[config.mk]
export PLATFORM = sky130hd
export DESIGN_NAME = ps2_keylog_flat
export DESIGN_NICKNAME = d
export VERILOG_FILES = /design/src/rtl/ps2_keylog_if.sv /design/src/rtl/ps2_keylog.sv /design/src/flat_wrapper.sv
export SDC_FILE = /design/constraint.sdc
export NUM_CORES = 1
export LEC_CHECK = 0
export CAP_MARGIN = 20
export CORE_MARGIN = 2
export CORE_UTILIZATION = 57
export CTS_CLUSTER_DIAMETER = 150
export CTS_CLUSTER_SIZE = 24
export DETAILED_ROUTE_END_ITERATION = 6
export PLACE_DENSITY = 0.83
export SKIP_CTS_REPAIR_TIMING = 1
export SYNTH_ARGS = -nofsm -noshare
export SYNTH_HDL_FRONTEND = slang
export SYNTH_SLANG_ARGS = --single-unit
export TNS_END_PERCENT = 1
[constraint.sdc]
create_clock -name CLOCK -period 4.4 [get_ports CLOCK]
set_input_delay 0.88 -clock CLOCK [delete_from_list [all_inputs] [get_ports CLOCK]]
set_output_delay 0.88 -clock CLOCK [all_outputs]
set_load 0.02 [all_outputs]
[src/rtl/ps2_keylog_if.sv]
// ps2_keylog_if: pin, control and status bundle of the PS/2 key logger
//   PS2_CLK, PS2_DAT : raw asynchronous PS/2 pins (to logger)
//   iClear           : synchronous clear of history and error counter (to logger)
//   oData/oState     : last event scan code and {ext, brk, err} (from logger)
//   oTrig            : one-cycle pulse per completed key event (from logger)
//   oHist            : 12*DEPTH-bit event history, newest at [11:0] (from logger)
//   oErrCnt          : saturating bad-frame count (from logger)
interface ps2_keylog_if #(parameter int DEPTH = 4);
  logic                PS2_CLK;
  logic                PS2_DAT;
  logic                iClear;
  logic [7:0]          oData;
  logic [2:0]          oState;
  logic                oTrig;
  logic [12*DEPTH-1:0] oHist;
  logic [7:0]          oErrCnt;
  modport master (output PS2_CLK, PS2_DAT, iClear, input oData, oState, oTrig, oHist, oErrCnt);
  modport slave  (input PS2_CLK, PS2_DAT, iClear, output oData, oState, oTrig, oHist, oErrCnt);
endinterface

[src/rtl/ps2_keylog.sv]
// ps2_keylog: PS/2 receiver with E0/F0 prefix decoding, error counting and event history
//   CLOCK : system clock, the only clock
//   RST_n : asynchronous active-low reset
//   bus   : ps2_keylog_if slave (pins, iClear, oData, oState, oTrig, oHist, oErrCnt)
module ps2_keylog #(
  parameter int FILT_LEN    = 8,
  parameter int TIMEOUT_CYC = 100000,
  parameter int DEPTH       = 4
) (
  input logic         CLOCK,
  input logic         RST_n,
  ps2_keylog_if.slave bus
);
  localparam int FW = $clog2(FILT_LEN + 1);
  localparam int TW = $clog2(TIMEOUT_CYC + 1);
  typedef enum logic [1:0] {IDLE, DATA, PARITY, STOP} state_t;
  state_t              r_state, w_next;
  logic [1:0]          r_clk_s, r_dat_s;
  logic                r_filt;
  logic [FW-1:0]       r_cnt;
  logic [TW-1:0]       r_tmo;
  logic [2:0]          r_bit;
  logic [7:0]          r_shift, r_data, r_errcnt;
  logic                r_par, r_ext, r_brk, r_oext, r_obrk, r_err, r_trig;
  logic [12*DEPTH-1:0] r_hist, w_push;
  logic                w_clk, w_dat, w_fall, w_tmo, w_stop, w_good, w_bad, w_evt;
  logic [11:0]         w_entry;
  assign w_clk = r_clk_s[1];
  assign w_dat = r_dat_s[1];
  // a bit edge is the cycle in which the filtered clock commits to 0
  assign w_fall = r_filt & ~w_clk & (r_cnt == FW'(FILT_LEN - 1));
  assign w_tmo = (r_state != IDLE) & ~w_fall & (r_tmo == TW'(TIMEOUT_CYC - 1));
  assign w_entry = {2'b00, r_ext, r_brk, r_shift};
  if (DEPTH > 1) begin : g_shift
    assign w_push = {r_hist[12*DEPTH-13:0], w_entry};
  end else begin : g_single
    assign w_push = w_entry;
  end
  // synchronisers idle high so a reset never fakes a falling edge
  always_ff @(posedge CLOCK or negedge RST_n)
    if (!RST_n) begin
      r_clk_s <= 2'b11;
      r_dat_s <= 2'b11;
      r_filt  <= 1'b1;
      r_cnt   <= '0;
    end else begin
      r_clk_s <= {r_clk_s[0], bus.PS2_CLK};
      r_dat_s <= {r_dat_s[0], bus.PS2_DAT};
      if (w_clk == r_filt) r_cnt <= '0;
      else if (r_cnt == FW'(FILT_LEN - 1)) begin
        r_filt <= w_clk;
        r_cnt  <= '0;
      end else r_cnt <= r_cnt + FW'(1);
    end
  always_ff @(posedge CLOCK or negedge RST_n)
    if (!RST_n) r_state <= IDLE;
    else r_state <= w_next;
  always_comb begin
    w_next = r_state;
    if (w_tmo) w_next = IDLE;
    else if (w_fall)
      case (r_state)
        IDLE:    w_next = w_dat ? IDLE : DATA;
        DATA:    w_next = (r_bit == 3'd7) ? PARITY : DATA;
        PARITY:  w_next = STOP;
        default: w_next = IDLE;
      endcase
  end
  always_comb begin
    w_stop = (r_state == STOP) & w_fall;
    w_good = w_stop & w_dat & (^{r_par, r_shift});
    w_bad  = (w_stop & ~w_good) | w_tmo;
    w_evt  = w_good & (r_shift != 8'hE0) & (r_shift != 8'hF0);
  end
  always_ff @(posedge CLOCK or negedge RST_n)
    if (!RST_n) begin
      r_tmo   <= '0;
      r_bit   <= '0;
      r_shift <= '0;
      r_par   <= 1'b0;
    end else begin
      r_tmo <= (r_state == IDLE || w_fall) ? '0 : r_tmo + TW'(1);
      if (w_fall) begin
        if (r_state == IDLE) r_bit <= '0;
        if (r_state == DATA) begin
          r_shift <= {w_dat, r_shift[7:1]};
          r_bit   <= r_bit + 3'd1;
        end
        if (r_state == PARITY) r_par <= w_dat;
      end
    end
  always_ff @(posedge CLOCK or negedge RST_n)
    if (!RST_n) begin
      r_ext    <= 1'b0;
      r_brk    <= 1'b0;
      r_data   <= '0;
      r_oext   <= 1'b0;
      r_obrk   <= 1'b0;
      r_err    <= 1'b0;
      r_trig   <= 1'b0;
      r_hist   <= '0;
      r_errcnt <= '0;
    end else begin
      r_trig <= w_evt;
      if (w_bad) begin
        r_err <= 1'b1;
        r_ext <= 1'b0;
        r_brk <= 1'b0;
        if (r_errcnt != 8'hFF) r_errcnt <= r_errcnt + 8'd1;
      end
      if (w_good) begin
        r_err <= 1'b0;
        r_ext <= r_ext | (r_shift == 8'hE0);
        r_brk <= r_brk | (r_shift == 8'hF0);
      end
      if (w_evt) begin
        r_data <= r_shift;
        r_oext <= r_ext;
        r_obrk <= r_brk;
        r_hist <= w_push;
        r_ext  <= 1'b0;
        r_brk  <= 1'b0;
      end
      // clear takes priority over a same-cycle push or error increment
      if (bus.iClear) begin
        r_hist   <= '0;
        r_errcnt <= '0;
      end
    end
  assign bus.oData   = r_data;
  assign bus.oState  = {r_oext, r_obrk, r_err};
  assign bus.oTrig   = r_trig;
  assign bus.oHist   = r_hist;
  assign bus.oErrCnt = r_errcnt;
endmodule

[src/flat_wrapper.sv]
// flat-port wrapper written by rule: the top's interface ports become plain ports
module ps2_keylog_flat 
#(
  parameter int FILT_LEN    = 8,
  parameter int TIMEOUT_CYC = 100000,
  parameter int DEPTH       = 4
)
  (CLOCK, RST_n, bus_PS2_CLK, bus_PS2_DAT, bus_iClear, bus_oData, bus_oState, bus_oTrig, bus_oHist, bus_oErrCnt);
  ps2_keylog_if #(.DEPTH(DEPTH)) bus_i ();
  input logic CLOCK;
  input logic RST_n;
  input wire logic [$bits(bus_i.PS2_CLK)-1:0] bus_PS2_CLK;
  input wire logic [$bits(bus_i.PS2_DAT)-1:0] bus_PS2_DAT;
  input wire logic [$bits(bus_i.iClear)-1:0] bus_iClear;
  output wire logic [$bits(bus_i.oData)-1:0] bus_oData;
  output wire logic [$bits(bus_i.oState)-1:0] bus_oState;
  output wire logic [$bits(bus_i.oTrig)-1:0] bus_oTrig;
  output wire logic [$bits(bus_i.oHist)-1:0] bus_oHist;
  output wire logic [$bits(bus_i.oErrCnt)-1:0] bus_oErrCnt;
  assign bus_i.PS2_CLK = bus_PS2_CLK;
  assign bus_i.PS2_DAT = bus_PS2_DAT;
  assign bus_i.iClear = bus_iClear;
  assign bus_oData = bus_i.oData;
  assign bus_oState = bus_i.oState;
  assign bus_oTrig = bus_i.oTrig;
  assign bus_oHist = bus_i.oHist;
  assign bus_oErrCnt = bus_i.oErrCnt;
  ps2_keylog #(.FILT_LEN(FILT_LEN), .TIMEOUT_CYC(TIMEOUT_CYC), .DEPTH(DEPTH)) u_core (.CLOCK(CLOCK), .RST_n(RST_n), .bus(bus_i));
endmodule
==> results of run 1 <==
[power by group through the flow]
| stage | Combinational (W) | Clock [W] | Sequential, W |
|---|---|---|---|
| after CTS | 0.0000624 | 0.000635 | 0.000961 |
| after floorplan | 0.0000401 | 0 | 0.000978 |
| after global routing | 0.0000699 | 0.000681 | 0.000964 |
| final | 0.0000606 | 0.000621 | 0.000961 |
| after detailed placement | 0.0000621 | 0 | 0.000979 |
| after global placement | 0.0000597 | 0 | 0.000978 |
[per-stage QoR]
step | hold slack (ns) | total power, W | worst slack, ns | std cells
3_5_place_dp | 0.347 | 0.00104 | 1.35 | 609
5_1_grt | 0.364 | 0.00172 | 1.08 | 625
3_3_place_gp | 0.347 | 0.00104 | 1.47 | 609
6_report | 0.361 | 0.00164 | 1.31 | 625
2_1_floorplan | 0.345 | 0.00102 | 1.80 | 475
4_1_cts | 0.361 | 0.00166 | 1.33 | 625
[placed cells by master, fill, tap and decap left out, types with 9 or more instances in the layout]
master | synthesis | final
clkbuf_8 | 0 | 9
inv_1 | 12 | 12
clkdlybuf4s50_1 | 0 | 62
xor2_1 | 9 | 9
ha_1 | 11 | 11
nand3_1 | 14 | 14
nand2_1 | 125 | 125
dfrtp_1 | 97 | 97
a21oi_1 | 43 | 43
xnor2_1 | 9 | 9
nor2_1 | 31 | 31
[metal layers]
| layer | GRT usage, % | up-vias |
|---|---|---|
| met4 | 7.60 | 0 |
| met3 | 2.74 | 13 |
| li1 | - | 1629 |
| met5 | 0 | - |
| met2 | 35.3 | 84 |
| met1 | 29.6 | 1613 |
[kinds of logic (layout without fill, tap and decap cells)]
| group | after synthesis | count (layout) | share of synthesized area, % |
|---|---|---|---|
| simple gates | 207 | 207 | 19.8 |
| flops | 102 | 102 | 56.2 |
| compound gates | 67 | 67 | 8.61 |
| buf+inv | 48 | 96 | 5.09 |
| xor+xnor | 19 | 19 | 3.96 |
| mux | 13 | 13 | 3.19 |
| fa+ha+maj | 11 | 11 | 3.03 |
| other cells | 1 | 8 | 0.0824 |
[state kept, by name (all words and copies together), names as in the netlist, 2 cells and up]
name                cells
u_core.r_clk_s          2
u_core.r_state          2
u_core.bus.oHist       40
u_core.bus.oData        8
u_core.r_cnt            4
u_core.r_dat_s          2
u_core.r_tmo           17
u_core.r_bit            3
u_core.r_shift          8
u_core.bus.oErrCnt      8
[area by class of cell]
class | count | area, µm² | share of cell area (%)
clock buffer | 9 | 124 | 2.30
multi-input combinational | 325 | 1790 | 33.1
tap | 102 | 128 | 2.37
sequential | 102 | 2560 | 47.5
timing repair buffer | 67 | 656 | 12.2
inverter | 13 | 48.8 | 0.906
clock inverter | 7 | 87.6 | 1.63
[worst paths after layout]
path | startpoint | end | slack (ns) | depth (start not counted)
setup / recovery | u_core.r_shift[4] | u_core.bus.oHist[6] | 1.31 | 9
hold / removal | u_core.r_dat_s[0] | u_core.r_dat_s[1] | 0.36 | 0
setup reg to reg | u_core.r_shift[4] | u_core.bus.oHist[6] | 1.31 | 9
hold reg to reg | u_core.r_dat_s[0] | u_core.r_dat_s[1] | 0.36 | 0
max in group asynchronous | RST_n | u_core.bus.oHist[9] | 2.86 | 2
min in group asynchronous | RST_n | u_core.bus.oHist[14] | 0.64 | 1
[critical path, stage by stage (launching register included)]
cell and delay, ns:
dfrtp_1 0.40, inv_1 0.08, ha_1 0.32, xnor3_1 0.35
xnor2_1 0.16, or4_1 0.46, buf_4 0.30, inv_2 0.55
nand2_1 0.19, a21oi_1 0.18
==> qor.csv, run 1 <==
metric,value,unit
status,completed,
largest buffer count on any clock path,2,
Setup Viol. Count Final,0,
initial DRC count,234,
Core Region,7730,µm²
switching pwr,0.000397,W
Yosys reg bits,102,
area delta synth->final,18.4,%
placed inst area,5180,µm²
nets@finish,534,
clk sink count,102,
die span in x,93.3,µm
RSZ-0062 raised after global routing,false,
commonest cells in the netlist,"nand2_1, dfrtp_1, a21oi_1, nor2_1, clkbuf_1",
sw frac,24.2,%
Die Ht,93.3,µm
sequential cell area fraction in the yosys report,56.2,%
combinational share of power,3.7,%
ranking of synthesized cells by area,"dfrtp_1, nand2_1, a21oi_1",
Worst-path clk slew,0.10,ns
vias in the first global route,3267,
first-pass detailed-route iteration total,4,
Routed Antenna Nets,0,
YS warnings,0,
Num CTS Buffers,9,
CTS Root Cell,clkbuf_8,
overall fraction of global-route tracks in use,21.4,%
Hold WC Path Type,reg2reg,
Inserted Diodes,0,
CTS H-tree depth,3,
CP max FO,51,
hpwl dp,6030,µm
Tmin final,3.09,ns
# rows,32,
Starting Density,58.9,%
Sequential Power Share,58.5,%
share of the synthesized area in the top cell type,53.4,%
setup TNS,0,ns
final wirelength,8600,µm
metal2 WL,4340,µm
crit path capture type,flop,
Relative slew margins,38.2,%
Final Hold Viols,0,
most common cell in the netlist,nand2_1,
Worst VDD drop,0.205,mV
Worst Tran Pin Value,0.927,ns
CP startpoint kind,flop,
Final Core Density,69.7,%
clk_lat worst skew,0.37,ns
total gr overflow,0,
Arrival @ worst endpoint,3.37,ns
antenna violations before repair,0,
met1 wire length,3740,µm
f_max,324,MHz
# DRC,0,
Gate Count Post-Synth,468,
num ports,73,
Post-synth top flop,dfrtp_1,
LEAKAGE,2.38,nW
Post-synth EDFFs,0,
Fillers,574,
Clock Skew,0.0189,ns
Tcrit/Tclk final,70.2,%
max-slew violation count,0,
WL per Instance,13.8,µm
Port Buf Inserts,64,
top layer in use,met4,
leading area contributor after synthesis,dfrtp_1,
power per standard cell area,305,nW/µm²
fraction of layout cells with a size suffix above 1,7.84,%
Worst EP required,4.68,ns
final instance area,5390,µm²
mean area per synthesized cell,9.72,µm²
Int Power,0.00125,W
largest net degree at the start of global routing,76,
CTS tree,yes,
DR WL met3,382,µm
Synth Cell Area,4550,µm²
Vias,3339,
Yosys cell types,47,
die area,8710,µm²
MaxCap Viol Count,0,
first-pass GRT wire length,14900,µm
Setup CP Type,reg2reg,
number of vias per cell,5.34,
Clock power frac,37.8,%
GP Congestion,0.818,
post-synthesis async set-or-reset flop share,100,%
No activity file was read; power rests on OpenSTA's default activity.
==> run 2, diff against run 1 <==
CORE_UTILIZATION = 48   (was 57)
PLACE_DENSITY = 0.75   (was 0.83)
clock period = 2.8 ns   (was 4.4 ns; I/O delays follow)
==> run 2 against run 1 <==
  * Maximum frequency grew 16%
  * Flip-flop and latch count is the same
  * Highest routed layer unchanged
  * Die area grew 18%
  * Utilization shrank 11 points
  * Combinational power grew 63%
  * Final cell count grew 1.9%
  * Worst setup slack lost 1.2 ns
  * Largest power group unchanged
  * Final area grew 0.72%
==> qor.csv, run 2 (same netlist as run 1, synthesis figures left out) <==
metric,value,unit
"most used cell, CP",or4_1,
RSZ-0062 raised after global routing,false,
WL per Instance,13.4,µm
Setup CP Type,reg2reg,
overall fraction of global-route tracks in use,17.3,%
Worst EP required,3.05,ns
final wirelength,8510,µm
Core Region,9200,µm²
Num CTS Buffers,9,
# rows,35,
clk_lat worst skew,0.37,ns
switching pwr,0.000597,W
Post-Place Cells,622,
clk sink count,102,
Worst-path clk slew,0.10,ns
Clock power frac,34.2,%
die span in x,101,µm
CTS tree,yes,
Starting Density,49.5,%
# DRC,0,
Clock Skew,0.0126,ns
largest net degree at the start of global routing,51,
CP startpoint kind,flop,
Tcrit/Tclk final,95.4,%
LEAKAGE,2.38,nW
Worst VDD drop,0.266,mV
GP Congestion,0.843,
initial DRC count,127,
Die Ht,101,µm
"most common cell after layout, fill and taps aside",nand2_1,
number of vias per cell,5.17,
Setup Slack @ Placement,0.0579,ns
Inserted Diodes,0,
status,completed,
CP max-delay cell,or4_4,
first-pass detailed-route iteration total,4,
Finished Layout Cells,637,
CP top delay family,simple AND/OR/NAND/NOR gates,
Sequential Power Share,61.7,%
Port Buf Inserts,64,
f_max,375,MHz
antenna violations before repair,0,
combinational share of power,4.0,%
Final Hold Viols,0,
die area,10300,µm²
vias in the first global route,3106,
fraction of layout cells with a size suffix above 1,8.37,%
crit path capture type,flop,
Vias,3293,
CP Buf/Inv Count,0,
final setup margin,0.130,ns
largest buffer count on any clock path,2,
Relative slew margins,60.7,%
Tmin final,2.67,ns
Final Core Density,59.0,%
Int Power,0.00185,W
total chip power,0.00245,W
instance count on the critical path,5,
Worst Tran Pin Value,0.588,ns
CP max FO,13,
most frequent cells in the layout,"nand2_1, dfrtp_1, clkdlybuf4s50_1",
setup TNS,0,ns
CP Cell Sequence,"or4_1, or4_1, or4_4, a2111oi_2, mux2_1",
MaxCap Viol Count,0,
area of the multi-input gates,1790,µm²
max-slew violation count,0,
CTS H-tree depth,3,
num ports,73,
max FFs per register,40,
Arrival @ worst endpoint,2.92,ns
Routed Antenna Nets,0,
nets@finish,538,
Reg area,2560,µm²
total gr overflow,0,
first-pass GRT wire length,14300,µm
CTS Root Cell,clkbuf_8,
"slowest stage delay, CP",0.53,ns
area delta synth->final,19.3,%
Setup Viol. Count Final,0,
sw frac,24.4,%
Fillers,800,
R2R depth,5,
power per standard cell area,451,nW/µm²
hpwl dp,5970,µm
Hold WC Path Type,in2async,
==> run 2: cell count changes in the layout (fill, tap and decap cells not counted), sizes merged <==
cell      before  now
buf            5    8
clkinv         2    1
inv           17   15
clkbuf         9   10
bufinv         1    0
clkinvlp       0    3
==> run 2: layout make-up <==
class / count / share of cell area (%)
Clock buffer: 9 / 2.28
Clock inverter: 6 / 0.876
Tap cell: 111 / 2.56
Multi-Input combinational cell: 325 / 32.9
Inverter: 13 / 0.899
Sequential cell: 102 / 47.2
Timing Repair Buffer: 71 / 13.3
==> run 2: worst register-to-register path, cell delays in order, from the launching register on <==
cell       delay (ns)
dfrtp_1          0.42
or4_1            0.51
or4_1            0.41
or4_4            0.53
a2111oi_2        0.35
mux2_1           0.35
==> run 2: path summary, 6_finish.rpt <==
path | from | end | slack, ns
hold reg to reg | u_core.r_clk_s[0] | u_core.r_clk_s[1] | 0.36
hold / removal | RST_n | u_core.bus.oHist[26] | 0.13
setup / recovery | u_core.r_tmo[13] | u_core.bus.oErrCnt[7] | 0.13
setup reg to reg | u_core.r_tmo[13] | u_core.bus.oErrCnt[7] | 0.13
min in group CLOCK | u_core.r_clk_s[0] | u_core.r_clk_s[1] | 0.36
max in group asynchronous | RST_n | u_core.r_filt | 2.00
==> run 2: stage by stage <==
step / area (µm²) / hold slack [ns]
3_5_place_dp: 5260 / 0.347
4_1_cts: 5430 / 0.145
2_1_floorplan: 4580 / 0.264
3_3_place_gp: 5260 / 0.345
5_1_grt: 5430 / 0.148
6_report: 5430 / 0.133
==> run 2: power groups by stage <==
stage                     sequential [W]  clock, W  combinational, W
after floorplan                  0.00154         0         0.0000630
after global placement           0.00154         0         0.0000989
after detailed placement         0.00154         0          0.000102
after CTS                        0.00151  0.000867          0.000103
after global routing             0.00151  0.000929          0.000116
final                            0.00151  0.000838         0.0000985
==> run 2: per-layer routing <==
metal  up-vias  GRT usage (%)  share of wire, %
li1       1627              -                 -
met2        69           28.3                48
met5         -              0                 0
met1      1584           22.9                46
met3        13           3.31               4.4
met4         0           6.86               1.8
==> run 3, diff against run 2 <==
CAP_MARGIN = default   (was 20)
CTS_CLUSTER_SIZE = 14   (was 24)
==> results of run 3 <==
Final layout, timing and power as in run 2 (identical DEF).
